`config.mk`:
```
export PLATFORM = sky130hd
export DESIGN_NAME = proc_sequencer
export DESIGN_NICKNAME = d
export VERILOG_FILES = /design/src/rtl/proc_sequencer.sv
export SDC_FILE = /design/constraint.sdc
export NUM_CORES = 1
export LEC_CHECK = 0
export ABC_CLOCK_PERIOD_IN_PS = 4400
export CORE_ASPECT_RATIO = 0.6
export CORE_MARGIN = 2
export CORE_UTILIZATION = 61
export CTS_BUF_LIST = sky130_fd_sc_hd__clkbuf_8
export CTS_CLUSTER_SIZE = 24
export DETAILED_ROUTE_END_ITERATION = 8
export GPL_TIMING_DRIVEN = 0
export PLACE_DENSITY = 0.85
export SETUP_SLACK_MARGIN = 0.2
export SLEW_MARGIN = 20
export SYNTH_ARGS = -nofsm -noshare
export SYNTH_HDL_FRONTEND = slang
export SYNTH_SLANG_ARGS = --single-unit
```
`constraint.sdc`:
```
create_clock -name clock -period 4.4 [get_ports clock]
set_input_delay 1.32 -clock clock [delete_from_list [all_inputs] [get_ports clock]]
set_output_delay 1.32 -clock clock [all_outputs]
set_load 0.005 [all_outputs]
```
`src/rtl/proc_sequencer.sv`:
```
// proc_sequencer
//   Instruction source for simple8BitProcessor. Holds up to DEPTH
//   (func, immediate) entries, issues one entry per clock on func/dataIn
//   once started, then drains with NOPs so that every store issued near the
//   end of the program still gets its dataOut captured. Each issued store
//   produces one storeValid pulse carrying the processor's dataOut.
//
// Parameters
//   DEPTH      program entries
//   AW         program address width, log2(DEPTH)
//   STORE_LAT  cycles from the store-issue edge until dataOut is valid
//
// Ports
//   clock, resetN            clock, synchronous active-low reset
//   progWe/progAddr/         program write port, ignored while busy
//   progFunc/progData
//   progLen                  entry count, sampled on accepted start,
//                            values above DEPTH clamp to DEPTH
//   start                    begin execution from entry 0 (IDLE only)
//   busy, done               run/drain indicator, end-of-program pulse
//   pc                       index of the entry currently on func
//   func, dataIn             instruction word and immediate to processor
//   dataOut                  result bus from processor
//   storeValid, storeData    captured store result and its strobe
//
// state | meaning
// ------+-------------------------------------------------------------
// IDLE  | NOP on func, waiting for start
// RUN   | entry[pc] on func/dataIn, pc advances every cycle
// DRAIN | NOP for STORE_LAT+1 cycles while late store captures finish
// DONE  | one-cycle done pulse, back to IDLE

module proc_sequencer #(
   parameter int DEPTH     = 16,
   parameter int AW        = 4,
   parameter int STORE_LAT = 1
) (
   input  logic          clock,
   input  logic          resetN,
   input  logic          progWe,
   input  logic [AW-1:0] progAddr,
   input  logic [8:0]    progFunc,
   input  logic [7:0]    progData,
   input  logic [AW:0]   progLen,
   input  logic          start,
   output logic          busy,
   output logic          done,
   output logic [AW-1:0] pc,
   output logic [8:0]    func,
   output logic [7:0]    dataIn,
   input  logic [7:0]    dataOut,
   output logic          storeValid,
   output logic [7:0]    storeData
);

   localparam logic [8:0]  NOP      = 9'b001_000_000;
   localparam logic [2:0]  OP_STORE = 3'b111;
   localparam int          DW       = (STORE_LAT < 1) ? 1 : $clog2(STORE_LAT + 1);
   localparam logic [AW:0] DEPTH_W  = (AW+1)'(DEPTH);

   typedef enum logic [1:0] {
      S_IDLE  = 2'd0,
      S_RUN   = 2'd1,
      S_DRAIN = 2'd2,
      S_DONE  = 2'd3
   } state_t;

   state_t          state, state_nxt;
   logic [16:0]     prog_mem [DEPTH];
   logic [AW:0]     len_q, len_nxt, len_eff;
   logic [AW-1:0]   pc_nxt, pc_inc;
   logic [8:0]      func_nxt;
   logic [7:0]      data_nxt;
   logic [DW-1:0]   drain_cnt, drain_nxt;
   logic            busy_nxt;
   logic            last_entry;
   logic [STORE_LAT-1:0] st_pipe;

   assign len_eff    = (progLen > DEPTH_W) ? DEPTH_W : progLen;
   assign pc_inc     = pc + AW'(1);
   assign last_entry = ({1'b0, pc} == (len_q - (AW+1)'(1)));
   assign done       = (state == S_DONE);

   // Program memory has no reset: a loaded program survives a reset.
   always_ff @(posedge clock) begin
      if (progWe && !busy) begin
         prog_mem[progAddr] <= {progFunc, progData};
      end
   end

   always_comb begin
      state_nxt = state;
      pc_nxt    = pc;
      func_nxt  = NOP;
      data_nxt  = '0;
      len_nxt   = len_q;
      drain_nxt = drain_cnt;
      case (state)
         S_IDLE: begin
            if (start) begin
               if (len_eff != '0) begin
                  state_nxt = S_RUN;
                  pc_nxt    = '0;
                  func_nxt  = prog_mem[0][16:8];
                  data_nxt  = prog_mem[0][7:0];
                  len_nxt   = len_eff;
               end else begin
                  state_nxt = S_DONE;
               end
            end
         end
         S_RUN: begin
            if (last_entry) begin
               state_nxt = S_DRAIN;
               drain_nxt = DW'(STORE_LAT);
            end else begin
               pc_nxt   = pc_inc;
               func_nxt = prog_mem[pc_inc][16:8];
               data_nxt = prog_mem[pc_inc][7:0];
            end
         end
         S_DRAIN: begin
            // Down-counter loaded with STORE_LAT gives STORE_LAT+1 drain cycles.
            if (drain_cnt == '0) begin
               state_nxt = S_DONE;
            end else begin
               drain_nxt = drain_cnt - DW'(1);
            end
         end
         S_DONE: begin
            state_nxt = S_IDLE;
         end
         default: begin
            state_nxt = S_IDLE;
         end
      endcase
      busy_nxt = (state_nxt == S_RUN) || (state_nxt == S_DRAIN);
   end

   always_ff @(posedge clock) begin
      if (!resetN) begin
         state     <= S_IDLE;
         pc        <= '0;
         func      <= NOP;
         dataIn    <= '0;
         busy      <= 1'b0;
         len_q     <= '0;
         drain_cnt <= '0;
      end else begin
         state     <= state_nxt;
         pc        <= pc_nxt;
         func      <= func_nxt;
         dataIn    <= data_nxt;
         busy      <= busy_nxt;
         len_q     <= len_nxt;
         drain_cnt <= drain_nxt;
      end
   end

   // A store on func in cycle N reaches the end of the flag pipe in cycle
   // N+STORE_LAT, which is exactly when the processor's dataOut is valid.
   always_ff @(posedge clock) begin
      if (!resetN) begin
         st_pipe    <= '0;
         storeValid <= 1'b0;
         storeData  <= '0;
      end else begin
         st_pipe[0] <= (func[8:6] == OP_STORE);
         for (int i = 1; i < STORE_LAT; i++) begin
            st_pipe[i] <= st_pipe[i-1];
         end
         storeValid <= st_pipe[STORE_LAT-1];
         if (st_pipe[STORE_LAT-1]) begin
            storeData <= dataOut;
         end
      end
   end

endmodule

```
==> summary.md, run 1 <==
| Metric | Value |
|---|---|
| Run status | complete, but fails checks |
| Failing checks | DRC |
| Primary flip-flop cell chosen by synthesis mapping | edfxtp_1 |
| Timing-limited maximum frequency | 0.291 GHz |
| Starting DRC count in detailed routing | around 1000 |
| Post-layout power | 5.79 mW |
| Aggregate routed wire length | roughly 27 mm |
| Relative area change from synthesis to final layout | 17.2% |
| Main combinational cell family by area after synthesis | multiplexers |
| Leading cell type in the layout, fill and taps excluded | edfxtp_1 |
| Buffers inserted by post-CTS timing repair | 0 |
| Number of sinks driven by the clock tree | roughly 310 |
| Final routed wire length divided by cell count | around 26 um |
| Via Count | 6517 |
| Hpwl dp | approximately 19 mm |
| Fraction of layout instances using a drive strength above 1 | a little under a quarter |
| Setup slack after layout | approximately 0.97 ns |
| Starting utilization of the core area | a little over three fifths |
| Setup repair after global routing missed its margin | no |
| Maximum root-to-sink buffer count | 3 |
| Antenna Violating Nets Remaining | 0 |
| Global-route wire length before repair | between 40 and 50 mm |
| Leakage | approximately 4.5 nW |
| Fraction of synthesized cell area taken by the top area cell type | around two thirds |
| WS Path Type | in -> reg |
| Number of optimization iterations in the first detailed-route pass | 7 |
| Peak supply drop | 280 uV |
| Yosys reg bits | between 300 and 400 |
| Time the final worst path needs with I/O delays and setup | around 3.4 ns |
| Final hold violations | 0 |
| Adder and majority gate portion of the synthesized area | 0.208% |
| TritonCTS clock tree | done |
| Cell area after layout | about 0.014 mm^2 |
| Initial antenna violation count | 0 |
| Total number of placement rows | 39 |
| Placed insts | 963 |
| Transition at the pin with the smallest max-transition slack | between 1 and 1.5 ns |
| Final standard cell utilization of the core | 73.5% |
| Final Skew | 0.0160 ns |
| Async SR Flop Fraction | 0% |
| Count of distinct cell types in the synthesized netlist | 44 |
| Routability-driven placement congestion ratio | slightly below 0.9 |
| TritonCTS buffer count | 43 |
| Commonest non-fill, non-tap cells in the layout | edfxtp_1 (272), mux4_2 (69), clkdlybuf4s50_1 (69) |
| Synth area leaders | edfxtp_1 (68%), mux4_2 (13%), dfxtp_1 (6.7%) |
| Setup TNS | 0 ns |
| Relative slew margins | between 30 and 40% |
| Fin crit share | between 70% and 80% |
| Total nets after synthesis | ~650 |
| Worst-Skew Late Latency | 0.54 ns |
| DIE WIDTH | 185 um |
| Reg clk slew, reported paths | 0.07 ns |
| Startpoint type of the worst setup path | input pin |
| Power density over the cells | about 410 mW/mm^2 |
| Count of buffers inserted at the top-level ports | 69 |
| Post-placement cell area | 0.0133 mm^2 |
| Die area | 0.0209 mm^2 |
| Minimum hold slack | 0.491 ns |
| Synthesized area per cell | about 20 um^2 |
| Post-Syn Area | 0.0120 mm^2 |
| Max capacitance violation total | 0 |
| Area of the core | approximately 0.019 mm^2 |
| Post-synthesis cell type with the largest combined area | edfxtp_1 |
| Total grt overflow | 0 |
| Post-synthesis compound-gate area fraction | 2.65% |
| Required time reported for the critical path endpoint | slightly below 5 ns |
| Count of nets after finishing | approximately 780 |
| Number of warnings reported in the yosys synthesis log | 0 |
| Number of remaining DRC errors | 1 |
| Crit path capture type | flop |
| Count of pins over their slew limit | 0 |
| Path category of the worst min-delay check | reg -> reg |
| I/O pins | 70 |
| Hold buffers post-CTS | 0 |
| Post-placement setup slack | roughly 0.63 ns |
| Share of synthesized area occupied by flip-flops and latches | between 70% and 80% |
| Cts repair resizes | 0 |
| Vias per Instance | between 6 and 7 |
| Multiplexer area fraction after synthesis | 16.4% |
| Die Height | about 110 um |
| Clk Tree Root Cell | clkbuf_8 |
| Pin count of the biggest net entering global routing | 17 |
| Simple-gate share of the synthesized area | under 10% |
| Number of levels in the clock H-tree | 2 |
| Cells after Synth | between 600 and 700 |
| Antenna diodes | 0 |
| Xor and xnor area share after synthesis | 0.572% |
| Finish-stage setup viols | 0 |
| Vias in the first global route | 6769 |
| Arrival time of the worst setup path | 3.89 ns |
| Number of enable flip-flop cells after synthesis | about 270 |
| Crit-path max FO | 10 |
| Total routing resource utilization after global routing | 26.9% |
| Final cell count without fillers | a little over 1000 |
## logic make-up (layout without fill, tap and decap cells)
| family | after synthesis | after routing |
|---|---|---|
| adders and majority gates | 2 | 2 |
| buffers and inverters | 32 | 195 |
| AOI/OAI and AO/OA | 37 | 37 |
| DFF | 312 | 312 |
| xor gates and xnor gates | 7 | 7 |
| and+or+nand+nor | 107 | 107 |
| muxes | 111 | 111 |
## routing by layer
| metal | wire length (um) | vias to the layer above | global-route usage (%) |
|---|---|---|---|
| met4 | 597 | 0 | 7.20 |
| li1 | - | 2737 | - |
| met2 | 12400 | 434 | 39.8 |
| met5 | 0 | - | 0 |
| met3 | 3310 | 62 | 7.53 |
| met1 | 10800 | 3284 | 40.5 |
## sequential cells by signal, summed over array words and instances, names as in the netlist
signal / cells
prog_mem: 272
func: 9
dataIn: 8
storeData: 8
len_q: 5
pc: 4
state: 2
busy: 1
drain_cnt: 1
st_pipe: 1
storeValid: 1
## critical path: stages
cell	delay (ns)
clkdlybuf4s50_1	0.53
clkbuf_1	0.51
inv_2	0.22
nor2_1	0.67
buf_2	0.42
a32o_1	0.21
## synthesized netlist by cell type (all sizes together), types with 5 or more instances
cell / instances
a21oi: 8
a32o: 16
buf: 18
clkbuf: 9
dfxtp: 40
edfxtp: 272
inv: 5
mux2i: 42
mux4: 69
nand2: 44
nand2b: 8
nand3: 6
nor2: 29
nor3: 6
xnor2: 6
## worst paths after layout
kind,startpoint,end,slack (ns),cells past startpoint
max reg2reg,pc[1]$_SDFFE_PN0P_,dataIn[7]$_SDFF_PN0_,1.26,8
max,resetN,dataIn[5]$_SDFF_PN0_,0.97,6
min reg2reg,prog_mem[0][1]$_DFFE_PP_,dataIn[1]$_SDFF_PN0_,0.49,1
min,prog_mem[0][1]$_DFFE_PP_,dataIn[1]$_SDFF_PN0_,0.49,1
## layout make-up
cell class | count | area [um^2]
flip-flops and latches | 312 | 8970
plain buffers | 27 | 140
multi-input cells | 264 | 2950
fillers | 1073 | 5080
clock buffers | 47 | 647
inverters | 5 | 18.8
repair buffers | 89 | 938
clock inverters | 27 | 103
well taps | 266 | 333
## power breakdown
part | internal (mW) | switching [mW]
Sequential | 3.26 | 0.0173
Clock | 0.973 | 1.03
Combinational | 0.236 | 0.271
Total | 4.47 | 1.31
No activity file was read; power rests on OpenSTA's default activity.
==> run 2, diff against run 1 <==
Settings changed: ABC_CLOCK_PERIOD_IN_PS 4400 to 3200.
Clock period 4.4 ns to 3.2 ns, I/O delays scaled along.
==> run 2 against run 1 <==
  * The flow now finishes without violations
  * Clock power is 37% higher
  * Utilization unchanged
  * Routed wire length rose by 0.32%
  * Final area is the same
  * Non-clock buffer count down 2
  * Combinational power rose by 38%
  * Clock skew grew 0.0037 ns
  * Cell count is essentially flat
  * Critical path type is now reg -> reg
  * Largest power group unchanged
  * Highest routed layer unchanged
==> summary.md, run 2 (synthesis results as in run 1) <==
| Metric | Value |
|---|---|
| Run status | complete, no violations |
| Finish-stage setup viols | 0 |
| Relative slew margins | between 30 and 40% |
| Count of pins over their slew limit | 0 |
| Antenna Violating Nets Remaining | 0 |
| Minimum hold slack | about 0.5 ns |
| Required time reported for the critical path endpoint | about 3.6 ns |
| Starting DRC count in detailed routing | approximately 900 |
| Crit path capture type | flop |
| Final Skew | around 0.020 ns |
| Pin count of the biggest net entering global routing | 17 |
| Power density over the cells | ~560 mW/mm^2 |
| Clk Tree Root Cell | clkbuf_8 |
| Count of nets after finishing | just under 800 |
| Final standard cell utilization of the core | between 70% and 80% |
| Worst setup path start | pc[1]$_SDFFE_PN0P_ |
| Final hold violations | 0 |
| Global-route wire length before repair | about 40 mm |
| Final routed wire length divided by cell count | around 26 um |
| Count of buffers inserted at the top-level ports | 69 |
| Transition at the pin with the smallest max-transition slack | ~0.90 ns |
| Largest registers ranked by flip-flop count | prog_mem x272, func x9 |
| Setup repair after global routing missed its margin | no |
| Via Count | ~6700 |
| Commonest non-fill, non-tap cells in the layout | edfxtp_1 (272), mux4_2 (69), clkdlybuf4s50_1 (69) |
| Total grt overflow | 0 |
| Setup slack after layout | roughly 0.30 ns |
| Max capacitance violation total | 0 |
| Path category of the worst min-delay check | reg -> reg |
| Antenna diodes | 0 |
| Launch point of the worst reg-to-reg path | pc[1]$_SDFFE_PN0P_ |
| TritonCTS buffer count | 41 |
| Leakage | roughly 4.5 nW |
| Worst-Skew Late Latency | roughly 0.54 ns |
| TritonCTS clock tree | done |
| Time the final worst path needs with I/O delays and setup | 2.90 ns |
| Initial antenna violation count | 1 |
| Die Height | between 100 and 150 um |
| Leading cell type in the layout, fill and taps excluded | edfxtp_1 |
| Peak supply drop | ~440 uV |
| Number of remaining DRC errors | 0 |
| Timing-limited maximum frequency | about 0.34 GHz |
| DIE WIDTH | ~190 um |
| Crit-path max FO | 10 |
| Post-placement setup slack | -0.312 ns |
| Arrival time of the worst setup path | about 3.3 ns |
| Register bank with the most flops | prog_mem |
| Hold Crit Start | func[6]$_SDFF_PN1_ |
| Area of the core | 0.0192 mm^2 |
| Aggregate routed wire length | roughly 27 mm |
| Vias per Instance | ~6.4 |
| Maximum root-to-sink buffer count | 3 |
| Fraction of layout instances using a drive strength above 1 | about a quarter |
| Buffers inserted by post-CTS timing repair | 0 |
| I/O pins | 70 |
| Die area | between 0.02 and 0.025 mm^2 |
| Total number of placement rows | 39 |
| Fin crit share | 90.6% |
| Reg clk slew, reported paths | approximately 0.07 ns |
| Hpwl dp | about 19 mm |
| Total routing resource utilization after global routing | 27.0% |
| Startpoint type of the worst setup path | flop |
| WS Path Type | reg -> reg |
| Number of optimization iterations in the first detailed-route pass | 5 |
| Number of sinks driven by the clock tree | between 300 and 400 |
| Setup TNS | 0 ns |
| Relative area change from synthesis to final layout | 17.2% |
| Vias in the first global route | roughly 6600 |
| Routability-driven placement congestion ratio | 0.878 |
| Number of levels in the clock H-tree | 2 |
| Starting utilization of the core area | 62.7% |
| Flip-flop count of the largest register, all copies and words added | approximately 270 |
==> run 2: cell count changes in the layout (fill, tap and decap cells not counted), moves of 2 or more <==
cell / before / now
clkbuf_8: 47 / 44
clkbuf_2: 0 / 3
nor3_2: 4 / 2
nor3_4: 0 / 2
clkinv_1: 9 / 13
clkbuf_1: 9 / 5
==> run 2: path summary, 6_finish.rpt <==
path	slack, ns	endpoint	cells after the start
worst max register to register	0.30	dataIn[1]$_SDFF_PN0_	8
worst min register to register	0.50	st_pipe$_SDFF_PN0_	1
worst min-delay path	0.50	st_pipe$_SDFF_PN0_	1
worst max-delay path	0.30	dataIn[1]$_SDFF_PN0_	8
==> run 2: metal layers <==
layer | up-vias | global-route usage, % | part of all wire [%]
li1 | 2729 | - | -
met1 | 3407 | 41.5 | 40
met2 | 460 | 39.6 | 45
met3 | 54 | 6.89 | 12
met4 | 0 | 7.09 | 2.1
met5 | - | 0 | 0
==> run 2: area by class of cell <==
| type | instances | area [um^2] |
|---|---|---|
| Sequential cell | 312 | 8970 |
| Inverter | 5 | 18.8 |
| Multi-Input combinational cell | 264 | 2960 |
| Timing Repair Buffer | 87 | 916 |
| Fill cell | 1045 | 5080 |
| Clock buffer | 44 | 606 |
| Tap cell | 266 | 333 |
| Clock inverter | 31 | 146 |
| Buffer | 27 | 145 |
==> run 2: worst max-delay path, stage by stage (launching register included) <==
cell and delay [ns]:
dfxtp_1 0.37, ha_1 0.29, buf_2 0.22, buf_2 0.30, buf_2 0.35, mux4_2 0.36
mux2i_1 0.37, nand2_1 0.18, a32o_1 0.31
==> run 2: what timing repair did <==
item | in CTS | in global routing
hold buffers | 0 | 0
endpoints found under the hold margin | 0 | 0
gates resized for setup | 3 | 4
endpoints found under the setup margin | 10 | 14
gates cloned | 0 | 0
==> run 2: report_power, final <==
| part | leakage [nW] | total (mW) | internal, mW | switching [mW] |
|---|---|---|---|---|
| Combinational | 1.26 | 0.699 | 0.325 | 0.374 |
| Sequential | 2.78 | 4.51 | 4.48 | 0.0251 |
| Clock | 0.436 | 2.75 | 1.35 | 1.40 |
==> run 2: stage by stage <==
stage	cell area, um^2	instances	power, mW
final	14100	1036	7.95
after detailed placement	13300	961	5.29
after global routing	14100	1036	8.21
after floorplan	12000	608	4.99
after global placement	13100	943	5.24
after CTS	14100	1036	7.98
==> run 3, diff against run 2 <==
Settings changed: CORE_MARGIN 2 to not set, GPL_ROUTABILITY_DRIVEN set to 1, GPL_TIMING_DRIVEN 0 to not set.
==> run 3 against run 2 <==
  * Utilization is 0.11 points lower
  * Register-to-register slack better by 0.24 ns
  * Highest routed layer unchanged
  * Clock skew is 0.0028 ns lower
  * Power is 0.91% higher
  * Clock power is 3% higher
  * Sequential power hardly changed
  * Global-route usage is 0.17 points higher
  * Cell count is 0.77% lower
  * Setup slack better by 0.12 ns
  * Via count is 2.3% lower
  * Sequential share of layout area is 0.12 points higher
==> summary.md, run 3 (synthesis results as in run 1) <==
| Metric | Value |
|---|---|
| Final routed wire length divided by cell count | 26.2 um |
| Max capacitance violation total | 0 |
| Required time reported for the critical path endpoint | approximately 2.2 ns |
| Largest registers ranked by flip-flop count | prog_mem x272, func x9 |
| TritonCTS buffer count | between 40 and 50 |
| Setup slack on the worst flop-to-flop path | 0.54 ns |
| Vias in the first global route | a little under 7000 |
| Flip-flop count of the largest register, all copies and words added | about 270 |
| Initial antenna violation count | 0 |
| Reg clk slew, reported paths | about 0.070 ns |
| Buffers inserted by post-CTS timing repair | 0 |
| Arrival time of the worst setup path | between 1.5 and 2 ns |
| Startpoint type of the worst setup path | flop |
| Timing-limited maximum frequency | roughly 0.36 GHz |
| Vias per Instance | between 6 and 7 |
| Register bank with the most flops | prog_mem |
| Transition at the pin with the smallest max-transition slack | roughly 0.69 ns |
| Fin crit share | between 80% and 90% |
| Number of remaining DRC errors | 0 |
| Starting DRC count in detailed routing | between 900 and 1000 |
| Int Power | 6.20 mW |
| Aggregate routed wire length | ~27 mm |
| Die area | 0.0203 mm^2 |
| Count of pins over their slew limit | 0 |
| Setup TNS | 0 ns |
| Number of optimization iterations in the first detailed-route pass | 5 |
| Setup slack after layout | between 0.4 and 0.5 ns |
| Hpwl dp | 16.2 mm |
| Post-placement setup slack | 0.347 ns |
| Final Skew | around 0.017 ns |
| Post-layout power | around 8 mW |
| Count of buffers inserted at the top-level ports | 69 |
| I/O pins | 70 |
| Power density over the cells | around 570 mW/mm^2 |
| Flop pwr share | between 50% and 60% |
| DIE WIDTH | 183 um |
| Starting utilization of the core area | a little over three fifths |
| Antenna Violating Nets Remaining | 0 |
| Run status | complete, no violations |
| Final hold violations | 0 |
| TritonCTS clock tree | done |
| Leading cell type in the layout, fill and taps excluded | edfxtp_1 |
| Clk Tree Root Cell | clkbuf_8 |
| Crit-path max FO | 37 |
| Total grt overflow | 0 |
| Relative area change from synthesis to final layout | 17.0% |
| Number of sinks driven by the clock tree | ~310 |
| Relative slew margins | a little over half |
| Fraction of layout instances using a drive strength above 1 | about a quarter |
| Switching Share | 22.8% |
| Count of nets after finishing | between 700 and 800 |
| Setup repair after global routing missed its margin | no |
| Path category of the worst min-delay check | reg -> reg |
| Commonest non-fill, non-tap cells in the layout | edfxtp_1 (272), mux4_2 (69), clkdlybuf4s50_1 (69) |
| Finish-stage setup viols | 0 |
| Pin count of the biggest net entering global routing | 74 |
| Time the final worst path needs with I/O delays and setup | roughly 2.8 ns |
| Worst-Skew Late Latency | ~0.54 ns |
| Area of the core | 0.0192 mm^2 |
| Combinational fraction of design power | under 10% |
| Total routing resource utilization after global routing | ~27% |
| Crit path capture type | output pin |
| Routability-driven placement congestion ratio | about 0.85 |
| Maximum root-to-sink buffer count | 3 |
| Die Height | approximately 110 um |
| Via Count | 6496 |
| Antenna diodes | 0 |
| Fraction of power consumed by the clock network | a little over a third |
| Area taken by multi-input logic gates | around 0.003 mm^2 |
| Peak supply drop | 452 uV |
| Number of filler instances in the final layout | ~1100 |
| Net switching power figure | between 1.5 and 2 mW |
| Leakage | roughly 4.5 nW |
| Total number of placement rows | 39 |
| Number of levels in the clock H-tree | 2 |
| Area occupied by registers | 0.00897 mm^2 |
| Global-route wire length before repair | slightly below 40 mm |
| WS Path Type | reg -> out |
## run 3: cell types whose count changed in the layout (fill, tap and decap cells not counted), sizes merged
cell    previous run  this run
bufinv             1         0
buf               37        33
inv               21        23
clkinv            13        11
clkbuf            52        49
## run 3: power by group through the flow
| stage | registers (mW) | clock network (mW) | logic (mW) |
|---|---|---|---|
| after floorplan | 4.59 | 0 | 0.398 |
| after global placement | 4.60 | 0 | 0.636 |
| after detailed placement | 4.60 | 0 | 0.662 |
| after CTS | 4.52 | 2.87 | 0.666 |
| after global routing | 4.52 | 3.05 | 0.719 |
| final | 4.52 | 2.83 | 0.677 |
## run 3: cell type report
cell class | instances | area share [%]
clock buffers | 48 | 4.69
clock inverters | 30 | 0.933
inverters | 5 | 0.133
multi-input cells | 264 | 21.1
flip-flops and latches | 312 | 63.7
well taps | 266 | 2.36
repair buffers | 103 | 7.08
## run 3: metal layers
layer / track usage (%) / up-vias / part of all wire, %
met5: 0 / - / 0
met4: 8.89 / 0 / 2.4
met3: 7.52 / 53 / 12
met2: 40.9 / 429 / 47
met1: 39.1 / 3305 / 39
li1: - / 2709 / -
## run 3: path summary, 6_finish.rpt
path | cells after the start | to | start
max | 2 | pc[0] | pc[0]$_SDFFE_PN0P_
min | 1 | dataIn[4]$_SDFF_PN0_ | prog_mem[0][4]$_DFFE_PP_
max reg2reg | 6 | dataIn[2]$_SDFF_PN0_ | pc[1]$_SDFFE_PN0P_
min reg2reg | 1 | dataIn[4]$_SDFF_PN0_ | prog_mem[0][4]$_DFFE_PP_
## run 3: what timing repair did
item	CTS	global route
gates cloned	0	1
hold buffers	0	0
setup endpoints to repair	1	1
resized for setup	1	0
## run 3: critical path: stages, from the launching register on
cell and delay [ns]:
dfxtp_4 0.42, buf_16 0.30, clkdlybuf4s50_1 0.56
## run 3: stage by stage
stage	cells	hold slack [ns]	utilization (%)	cell area, um^2
6_report	1028	0.500	73.4	14100
5_1_grt	1028	0.508	73.4	14100
4_1_cts	1027	0.487	73.3	14000
3_5_place_dp	949	0.484	69.1	13300
3_3_place_gp	949	0.466	69.1	13300
2_1_floorplan	608	0.445	-	12000
